**src/rtl/cmp_pkg.sv**
```systemverilog
// ----------------------------------------------------------------------------
// cmp_pkg
// Shared definitions for the sequential magnitude comparator:
//   - cmpState_e  : FSM state encoding (IDLE, COMPARE, DONE)
//   - cmpResult_e : per-chunk / final result code (GT, EQ, LT)
//   - calcNch / calcCyclesW / calcIdxW : derived-size helpers
// ----------------------------------------------------------------------------
package cmp_pkg;

    typedef enum logic [1:0] {
        IDLE    = 2'd0,
        COMPARE = 2'd1,
        DONE    = 2'd2
    } cmpState_e;

    typedef enum logic [1:0] {
        GT = 2'd0,
        EQ = 2'd1,
        LT = 2'd2
    } cmpResult_e;

    // Number of chunks an operand splits into
    function automatic int calcNch(input int width, input int chunk);
        return width / chunk;
    endfunction

    // Width needed to hold a cycle count of 0..nch
    function automatic int calcCyclesW(input int nch);
        return $clog2(nch + 1);
    endfunction

    // Width of the chunk index 0..nch-1, never narrower than one bit
    function automatic int calcIdxW(input int nch);
        return (nch > 1) ? $clog2(nch) : 1;
    endfunction

endpackage

```
**src/rtl/cmp_chunk.sv**
```systemverilog
// ----------------------------------------------------------------------------
// cmp_chunk
// Combinational unsigned compare of one CHUNK-bit slice.
// Ports:
//   ca, cb : chunk of operand A / operand B
//   gt     : ca > cb
//   eq     : ca == cb
//   lt     : ca < cb
// Exactly one of gt/eq/lt is high.
// ----------------------------------------------------------------------------
module cmp_chunk #(
    parameter int CHUNK = 2
) (
    input  logic [CHUNK-1:0] ca,
    input  logic [CHUNK-1:0] cb,
    output logic             gt,
    output logic             eq,
    output logic             lt
);

    // Ripple from the MSB down: the first differing bit decides, and once a
    // decision is made the lower bits can no longer change it.
    always_comb begin
        gt = 1'b0;
        lt = 1'b0;
        for (int i = CHUNK - 1; i >= 0; i--) begin
            if (!gt && !lt && (ca[i] != cb[i])) begin
                gt = ca[i];
                lt = cb[i];
            end
        end
        eq = ~(gt | lt);
    end

endmodule

```
**src/rtl/seq_magnitude_comparator.sv**
```systemverilog
// ----------------------------------------------------------------------------
// seq_magnitude_comparator
// Multi-cycle WIDTH-bit magnitude comparator, signed or unsigned. Compares
// CHUNK bits per clock starting at the MSB chunk and stops at the first
// differing chunk.
// Ports:
//   clk, rst_n     : clock (rising edge), async active-low reset
//   start          : request, accepted in IDLE or DONE
//   signed_mode    : 1 = two's-complement compare, 0 = unsigned
//   a, b           : operands, captured on an accepted start
//   busy           : high while comparing
//   done           : one-cycle pulse when the result becomes valid
//   greater/equal/less : result flags, held until the next accepted start
//   cycles         : compare cycles used by the last operation
// ----------------------------------------------------------------------------
module seq_magnitude_comparator
    import cmp_pkg::*;
#(
    parameter  int WIDTH = 16,
    parameter  int CHUNK = 2,
    localparam int NCH   = calcNch(WIDTH, CHUNK),
    localparam int CYCW  = calcCyclesW(NCH)
) (
    input  logic             clk,
    input  logic             rst_n,
    input  logic             start,
    input  logic             signed_mode,
    input  logic [WIDTH-1:0] a,
    input  logic [WIDTH-1:0] b,
    output logic             busy,
    output logic             done,
    output logic             greater,
    output logic             equal,
    output logic             less,
    output logic [CYCW-1:0]  cycles
);

    localparam int             IDXW     = calcIdxW(NCH);
    localparam logic [IDXW-1:0] LAST_IDX = IDXW'(NCH - 1);

    cmpState_e         state_q, state_d;
    logic [WIDTH-1:0]  a_q, a_d;
    logic [WIDTH-1:0]  b_q, b_d;
    logic [IDXW-1:0]   idx_q, idx_d;
    logic              greater_q, greater_d;
    logic              equal_q, equal_d;
    logic              less_q, less_d;
    logic [CYCW-1:0]   cycles_q, cycles_d;

    logic [CHUNK-1:0]  aChunks [NCH];
    logic [CHUNK-1:0]  bChunks [NCH];
    logic [CHUNK-1:0]  curA, curB;
    logic              chunkGt, chunkEq, chunkLt;
    cmpResult_e        chunkRes;
    logic              acceptStart;

    // Slice the captured operands into chunks, index 0 being the MSB chunk
    for (genvar g = 0; g < NCH; g++) begin : g_chunks
        assign aChunks[g] = a_q[WIDTH-1-g*CHUNK -: CHUNK];
        assign bChunks[g] = b_q[WIDTH-1-g*CHUNK -: CHUNK];
    end

    assign curA = aChunks[idx_q];
    assign curB = bChunks[idx_q];

    cmp_chunk #(
        .CHUNK (CHUNK)
    ) u_chunk (
        .ca (curA),
        .cb (curB),
        .gt (chunkGt),
        .eq (chunkEq),
        .lt (chunkLt)
    );

    assign chunkRes    = chunkGt ? GT : (chunkEq ? EQ : LT);
    assign acceptStart = start && ((state_q == IDLE) || (state_q == DONE));

    // State and datapath registers; reset discards any partial result
    always_ff @(posedge clk or negedge rst_n) begin
        if (!rst_n) begin
            state_q   <= IDLE;
            a_q       <= '0;
            b_q       <= '0;
            idx_q     <= '0;
            greater_q <= 1'b0;
            equal_q   <= 1'b0;
            less_q    <= 1'b0;
            cycles_q  <= '0;
        end else begin
            state_q   <= state_d;
            a_q       <= a_d;
            b_q       <= b_d;
            idx_q     <= idx_d;
            greater_q <= greater_d;
            equal_q   <= equal_d;
            less_q    <= less_d;
            cycles_q  <= cycles_d;
        end
    end

    // Next-state logic. Signed operands get their MSB flipped at capture
    // (offset binary), so the chunk compare can stay purely unsigned.
    always_comb begin
        state_d   = state_q;
        a_d       = a_q;
        b_d       = b_q;
        idx_d     = idx_q;
        greater_d = greater_q;
        equal_d   = equal_q;
        less_d    = less_q;
        cycles_d  = cycles_q;

        if (acceptStart) begin
            a_d       = {a[WIDTH-1] ^ signed_mode, a[WIDTH-2:0]};
            b_d       = {b[WIDTH-1] ^ signed_mode, b[WIDTH-2:0]};
            idx_d     = '0;
            greater_d = 1'b0;
            equal_d   = 1'b0;
            less_d    = 1'b0;
            state_d   = COMPARE;
        end else begin
            unique case (state_q)
                IDLE: begin
                    state_d = IDLE;
                end
                COMPARE: begin
                    if (chunkRes == GT) begin
                        greater_d = 1'b1;
                        cycles_d  = CYCW'(idx_q) + CYCW'(1);
                        state_d   = DONE;
                    end else if (chunkRes == LT) begin
                        less_d   = 1'b1;
                        cycles_d = CYCW'(idx_q) + CYCW'(1);
                        state_d  = DONE;
                    end else if (idx_q == LAST_IDX) begin
                        equal_d  = 1'b1;
                        cycles_d = CYCW'(NCH);
                        state_d  = DONE;
                    end else begin
                        idx_d = idx_q + 1'b1;
                    end
                end
                DONE: begin
                    state_d = IDLE;
                end
                default: begin
                    state_d = IDLE;
                end
            endcase
        end
    end

    assign busy    = (state_q == COMPARE);
    assign done    = (state_q == DONE);
    assign greater = greater_q;
    assign equal   = equal_q;
    assign less    = less_q;
    assign cycles  = cycles_q;

endmodule
```
**config.mk**
```make
export PLATFORM = sky130hd
export DESIGN_NAME = seq_magnitude_comparator
export DESIGN_NICKNAME = d
export VERILOG_FILES = /design/src/rtl/cmp_pkg.sv /design/src/rtl/cmp_chunk.sv /design/src/rtl/seq_magnitude_comparator.sv
export SDC_FILE = /design/constraint.sdc
export NUM_CORES = 1
export LEC_CHECK = 0
export ABC_AREA = 1
export CAP_MARGIN = 30
export CORE_UTILIZATION = 45
export DETAILED_ROUTE_END_ITERATION = 12
export PLACE_DENSITY = 0.71
export SLEW_MARGIN = 15
export SYNTH_ARGS = -nofsm -noshare
export SYNTH_HDL_FRONTEND = slang
export SYNTH_SLANG_ARGS = --single-unit
```
**constraint.sdc**
```tcl
create_clock -name clk -period 3.4 [get_ports clk]
set_input_delay 0.68 -clock clk [delete_from_list [all_inputs] [get_ports clk]]
set_output_delay 0.68 -clock clk [all_outputs]
set_load 0.01 [all_outputs]
```
==> flow_metrics.env <==
export IMPL_status="finished, final reports clean"
export IMPL_slew_violations=0
export IMPL_fp_dieH_microns=72.5
export IMPL_start_kind="flip-flop"
export IMPL_fin_crit_ps=2550
export IMPL_rsz0062_at_grt="false"
export IMPL_grt_usage=0.188
export IMPL_leakage_uw=0.00143
export IMPL_ys_ff_latch=44
export IMPL_rr_worst_depth=12
export IMPL_synth_main_ff_cell="dfrtp_1"
export IMPL_synth_edf_count=0
export IMPL_m1WireLength_microns=2060
export IMPL_dr_wl_met2_microns=2070
export IMPL_io_pins=45
export IMPL_fin_nets=368
export IMPL_worstHoldPathType="input pin to asynchronous set/reset pin"
export IMPL_clock_latency_ps=300
export IMPL_worstPathArrival_ps=2730
export IMPL_p_per_area_nw_per_um2=892
export IMPL_initial_utilization=0.471
export IMPL_area_growth_pct=26.7
export IMPL_synth_fp_nets=325
export IMPL_gp_congestion=0.854
export IMPL_drtPass1Iterations=4
export IMPL_wl_met3_microns=145
export IMPL_clockBufferDepth=2
export IMPL_hold_violations=0
export IMPL_maxUsedRoutingLayer="met4"
export IMPL_clockRootBuffer="clkbuf_8"
export IMPL_vias_per_cell=4.72
export IMPL_antenna_found_initial=0
export IMPL_yosysTopAreaCell="dfrtp_1"
export IMPL_yosysWarningCount=0
export IMPL_drc=0
export IMPL_post_place_ws_ps=841
export IMPL_numPortBuffers=44
export IMPL_postSynthAreaPerCell_sq_um=7.85
export IMPL_post_cts_buffers=0
export IMPL_diodes=0
export IMPL_cts_buffers_inserted=5
export IMPL_cts_hold_buf=0
export IMPL_grt_pass1_wl_microns=7690
export IMPL_dr_total_vias=1868
export IMPL_worst_pin_slew_ps=712
export IMPL_worst_ep_required_time_ps=3590
export IMPL_ys_top_cells_by_area="dfrtp_1 (49%), nand2_1 (18%), o21ai_0 (6.3%), inv_1 (4.9%), nand3_1 (4.0%)"
export IMPL_synth_common_cells="nand2_1 (109), dfrtp_1 (44), inv_1 (29)"
export IMPL_drive_above_1_share=0.0881
export IMPL_drv_cap=0
export IMPL_netlist_area_sq_um=2240
export IMPL_peakVddDrop_mv=0.382
export IMPL_r2r_setup_slack_ps=850
export IMPL_wl_per_cell_microns=10.9
export IMPL_htreeDepth=2
export IMPL_grt_ovfl_total=0
export IMPL_ys_types=21
export IMPL_seq_area_frac_synth=0.492
export IMPL_grt_max_degree=48
export IMPL_fillers=461
export IMPL_chipWidth_microns=72.5
export IMPL_setup_viol=0
export IMPL_ant_nets=0
export IMPL_layout_worst_path_cycle_share=0.750
export IMPL_async_flop_share=1.00
export IMPL_slowest_delay_ps=810
export IMPL_critPathMaxFanout=20
export IMPL_synth_top_area_share=0.492
export IMPL_timing_rr_end="cycles[3]$_DFFE_PN0P_"
export IMPL_setup_ws_ps=851
export IMPL_core_area_sq_um=4750
export IMPL_row_count=25
export IMPL_multiInputGateArea_sq_um=958
export IMPL_critical_path_slowest_cell="dfrtp_1"
export IMPL_totalWireLength_microns=4310
export IMPL_dieArea_sq_um=5260
export IMPL_critPathKind="flip-flop to flip-flop"
export IMPL_drt_initial_drc_count=108
export IMPL_path_cells="o21ai_0 -> o22ai_1 -> inv_1 -> o21ai_0 -> inv_1 -> ha_1 -> nand3_2 -> nand4_4 -> nand2_4 -> nand2_2 -> nand2_1 -> nand2_1"
export IMPL_synth_most_common_cell="nand2_1"
export IMPL_cts_resized=0
export IMPL_rr_startpoint="idx_q[0]$_DFFE_PN0P_"
export IMPL_tns_ps=0
export IMPL_clock_fmax_mhz=392
export IMPL_register_area_sq_um=1100
export IMPL_cts_tree="built"
export IMPL_critPathCaptureType="flip-flop"
export IMPL_fin_worst_skew_ps=5.63
export IMPL_relSlewSlack=0.525
export IMPL_hpwl_microns=3070
export IMPL_netlist_instances=285
export IMPL_clock_sinks=44
export IMPL_grt_pass1_vias=1750
export IMPL_clk_pin_slew_worst_paths_ps=80
-- flip-flops by register name, summed over array words and instances, names as in the netlist --
name,count
aChunks,16
bChunks,16
cycles,4
idx_q,3
state_q,2
equal,1
greater,1
less,1
-- metrics by stage --
| stage | util | area, sq um | power (uW) | hold slack [ps] | std cells |
|---|---|---|---|---|---|
| 3_3_place_gp | 0.572 | 2720 | 2170 | 461 | 387 |
| 6_report | 0.596 | 2840 | 2530 | 321 | 396 |
| 5_1_grt | 0.596 | 2840 | 2790 | 339 | 396 |
| 2_1_floorplan | - | 2240 | 1880 | 384 | 285 |
| 4_1_cts | 0.591 | 2810 | 2560 | 487 | 395 |
| 3_5_place_dp | 0.572 | 2720 | 2220 | 466 | 387 |
-- critical path: cells and delay by family, from the launching register on --
kind / cells / cell delay (ps)
AO/OA/AOI/OAI: 3 / 590
buffers and inverters: 2 / 130
flip-flops: 1 / 810
AND/OR/NAND/NOR: 6 / 560
adder cells (fa/ha/maj): 1 / 350
-- layout make-up --
type,instances,area share
flip-flops and latches,44,0.388
multi-input cells,199,0.338
repair buffers,47,0.169
inverters,31,0.0437
clock buffers,8,0.0318
well taps,67,0.0296
-- cells by family (layout without fill, tap and decap cells) --
logic type	count (synthesis)	count (layout)	synth area share
and+or+nand+nor	160	160	0.321
adders and majority gates	4	4	0.0224
DFF	44	44	0.492
xor gates and xnor gates	2	2	0.00783
AOI/OAI and AO/OA	33	33	0.0771
buffers and inverters	42	86	0.0799
-- cells in the final DEF (no fill, tap or decap), drive strengths merged --
cell / n
nand2: 116
o21ai: 28
nor2: 16
buf: 4
o21a: 1
ha: 4
nand4: 2
clkbuf: 8
o22ai: 4
xnor2: 2
dfrtp: 44
clkdlybuf4s50: 43
inv: 31
nand3: 26
-- layer usage --
layer,GRT usage,vias up
li1,-,973
met1,0.253,857
met2,0.301,33
met3,0.0458,5
met4,0.0588,0
met5,0,-
-- where the power goes --
| part | total [uW] | internal [uW] | switching [uW] |
|---|---|---|---|
| Clock | 332 | 166 | 166 |
| Sequential | 891 | 753 | 138 |
| Combinational | 1310 | 507 | 799 |
| Total | 2530 | 1430 | 1100 |
-- worst max-delay path by stage --
stage | start | end | slack, ps | cells after the start
6_report | idx_q[0]$_DFFE_PN0P_ | cycles[3]$_DFFE_PN0P_ | 850 | 12
5_1_grt | idx_q[0]$_DFFE_PN0P_ | cycles[3]$_DFFE_PN0P_ | 630 | 12
4_1_cts | idx_q[0]$_DFFE_PN0P_ | cycles[3]$_DFFE_PN0P_ | 810 | 12
3_5_place_dp | idx_q[0]$_DFFE_PN0P_ | cycles[3]$_DFFE_PN0P_ | 840 | 12
3_3_place_gp | idx_q[0]$_DFFE_PN0P_ | cycles[3]$_DFFE_PN0P_ | 940 | 12
2_1_floorplan | idx_q[0]$_DFFE_PN0P_ | cycles[3]$_DFFE_PN0P_ | 1220 | 15
Power figures use the tool's default switching activity.
==> patch, RTL diff (same flow settings) <==
Add an input register stage for `start`, `signed_mode`, `a` and `b`; this delays them by one clock. Comments in the files are not updated.
--- a/src/rtl/seq_magnitude_comparator.sv
+++ b/src/rtl/seq_magnitude_comparator.sv
@@ -38,6 +38,18 @@
     localparam int             IDXW     = calcIdxW(NCH);
     localparam logic [IDXW-1:0] LAST_IDX = IDXW'(NCH - 1);
 
+    logic start_q;
+    logic signed_mode_q;
+    logic [WIDTH-1:0] a_r;
+    logic [WIDTH-1:0] b_r;
+
+    always_ff @(posedge clk) begin
+        start_q       <= start;
+        signed_mode_q <= signed_mode;
+        a_r           <= a;
+        b_r           <= b;
+    end
+
     cmpState_e         state_q, state_d;
     logic [WIDTH-1:0]  a_q, a_d;
     logic [WIDTH-1:0]  b_q, b_d;
@@ -74,7 +86,7 @@
     );
 
     assign chunkRes    = chunkGt ? GT : (chunkEq ? EQ : LT);
-    assign acceptStart = start && ((state_q == IDLE) || (state_q == DONE));
+    assign acceptStart = start_q && ((state_q == IDLE) || (state_q == DONE));
 
     // State and datapath registers; reset discards any partial result
     always_ff @(posedge clk or negedge rst_n) begin
@@ -112,8 +124,8 @@
         cycles_d  = cycles_q;
 
         if (acceptStart) begin
-            a_d       = {a[WIDTH-1] ^ signed_mode, a[WIDTH-2:0]};
-            b_d       = {b[WIDTH-1] ^ signed_mode, b[WIDTH-2:0]};
+            a_d       = {a_r[WIDTH-1] ^ signed_mode_q, a_r[WIDTH-2:0]};
+            b_d       = {b_r[WIDTH-1] ^ signed_mode_q, b_r[WIDTH-2:0]};
             idx_d     = '0;
             greater_d = 1'b0;
             equal_d   = 1'b0;
Check against the original RTL: not equivalent (Yosys sat finds a counterexample within 4 cycles, from zero or initial values and one cycle with rst_n low).
==> patch against the original RTL <==
Worst setup slack better by 0.0071 ns. Design area is 29% higher. Largest cell class unchanged. Wire length is 19% higher. Sequential cell count is 34 higher. Worst hold slack worse by 0.016 ns. Die area is 30% higher. Area after synthesis is 31% higher. Power is 30% higher. Cell count is 13% higher. Utilization is 1.9 points lower. Clock skew is 0.0011 ns higher.
==> patch: results (changes against the original RTL) <==
stage	metric	value	unit	change
synthesis	compound-gate portion of the synthesized area	5.90	%	-1.8 points
place	placed cell count	431		+11%
pwr	LEAKAGE	0.00176	uW	+24%
grt	first-pass GRT wire length	9230	um	+20%
clock_tree	Reg clk slew, reported paths	0.08	ns	about the same
cells_and_area	NumNets Final	406		+10%
synthesis	Post-Synth Adder-Cell Area	1.71	%	-0.53 points
synthesis	Netlist cell types	23		+9.5%
grt	overall routing resource usage	18.5	%	-0.38 points
timing	Slew Limit Headroom	53.4	%	+0.85 points
clock_tree	H-tree levels	3		+1
grt	pin count of the biggest net entering global routing	45		-6.3%
timing	Worst Skew	0.00677	ns	+0.00114 ns
outcome	status	completed		
route	Vias/cell	4.71		-0.11%
route	initial DRC count	120		+11%
synthesis	Post-Synth XOR/XNOR Area	0.599	%	-0.18 points
setup_path	CP max-delay cell	dfrtp_1		
place	gpl congestion	0.849		-0.59%
setup_path	Worst R2R Setup Slack	0.86	ns	
clock_tree	clk_lat worst skew	0.35	ns	+0.05 ns
synthesis	Top FF cell, synth	dfrtp_1		
synthesis	ys async rst share	56.4	%	-44 points
pwr	NetSw	1260	uW	+14%
cells_and_area	fraction of layout instances using a drive strength above 1	10.8	%	+2.0 points
synthesis	Syn Nets	359		+10%
pwr	maximum vdd drop	0.528	mV	+38%
route	WL/cell	11.4	um	+5.1%
clock_tree	Num CTS Buffers	9		+4
grt	vias in the first global route	2110		+21%
pwr	Switching Share	38.3	%	-5.3 points
setup_path	crit path max fanout	20		unchanged
route	Total Routed Length	5130	um	+19%
route	DR pass1 iterations	6		+2
pwr	clk pwr	686	uW	+110%
synthesis	Yosys warning total	0		unchanged
synthesis	Synth Instances	319		+12%
grt	initial antenna violation count	0		unchanged
clock_tree	Root Buffer	clkbuf_8		
pwr	combinational fraction of design power	39.0	%	-13 points
setup_path	Critical Path AT	2.78	ns	+0.05 ns
synthesis	most frequent cells after synthesis	nand2_1, dfrtp_1, dfxtp_1		
cells_and_area	Fill cells	586		+27%
setup_path	crit-path leading delay family	flip-flops		
worst_hold_path	Worst Hold Class	primary input to async pin		
place	PortBufs	44		unchanged
setup_path	slowest stage delay, CP	0.80	ns	
cells_and_area	ANT cells	0		unchanged
place	dpl hpwl	3550	um	+15%
clock_tree	maximum clock insertion buffer count	2		unchanged
place	Area after DPL	3420	sq um	+26%
synthesis	Seq/Total Area, Yosys	60.9	%	+12 points
clock_tree	Resized Gates After CTS	0		unchanged
synthesis	top cells by area, synth	dfrtp_1, dfxtp_1, nand2_1		
[patch: changes by cell type after synthesis]
cell	before	now
nand2_2	6	9
buf_2	5	4
dfxtp_1	0	34
buf_1	0	2
nand2_1	109	106
clkbuf_1	5	4
[patch: cell type report]
| type | instances | share of cell area (%) |
|---|---|---|
| inverters | 31 | 3.40 |
| clock buffers | 12 | 3.98 |
| clock inverters | 4 | 1.51 |
| repair buffers | 47 | 13.1 |
| multi-input cells | 199 | 26.5 |
| flip-flops and latches | 78 | 48.9 |
| well taps | 77 | 2.64 |
[patch: cell families (layout without fill, tap and decap cells)]
kind of cell / after synthesis / count (layout)
compound gates: 33 / 33
xor+xnor: 2 / 2
fa+ha+maj: 4 / 4
buf+inv: 42 / 94
flops: 78 / 78
simple gates: 160 / 160
[patch: final timing paths]
check                          from          end  cells past startpoint
min in group clk             b_r[7]   bChunks[7]                      2
max in group asynchronous     rst_n   aChunks[3]                      2
hold reg to reg              b_r[7]   bChunks[7]                      2
setup / recovery           idx_q[0]     idx_q[2]                     12
hold / removal                rst_n  bChunks[14]                      1
setup reg to reg           idx_q[0]     idx_q[2]                     12
[patch: per-stage QoR]
stage | hold WS (ns) | util, % | setup slack, ns
2_1_floorplan | 0.384 | - | 1.21
3_5_place_dp | 0.410 | 54.1 | 0.852
4_1_cts | 0.421 | 57.3 | 0.839
5_1_grt | 0.327 | 57.7 | 0.620
3_3_place_gp | 0.408 | 54.1 | 0.964
6_report | 0.305 | 57.7 | 0.858
[patch: metal layers]
| layer | global-route usage (%) | vias to the layer above | wire [um] |
|---|---|---|---|
| li1 | - | 1092 | - |
| met1 | 21.5 | 970 | 2300 |
| met2 | 29.9 | 38 | 2500 |
| met3 | 5.71 | 11 | 217 |
| met4 | 10.9 | 0 | 108 |
| met5 | 0 | - | 0 |
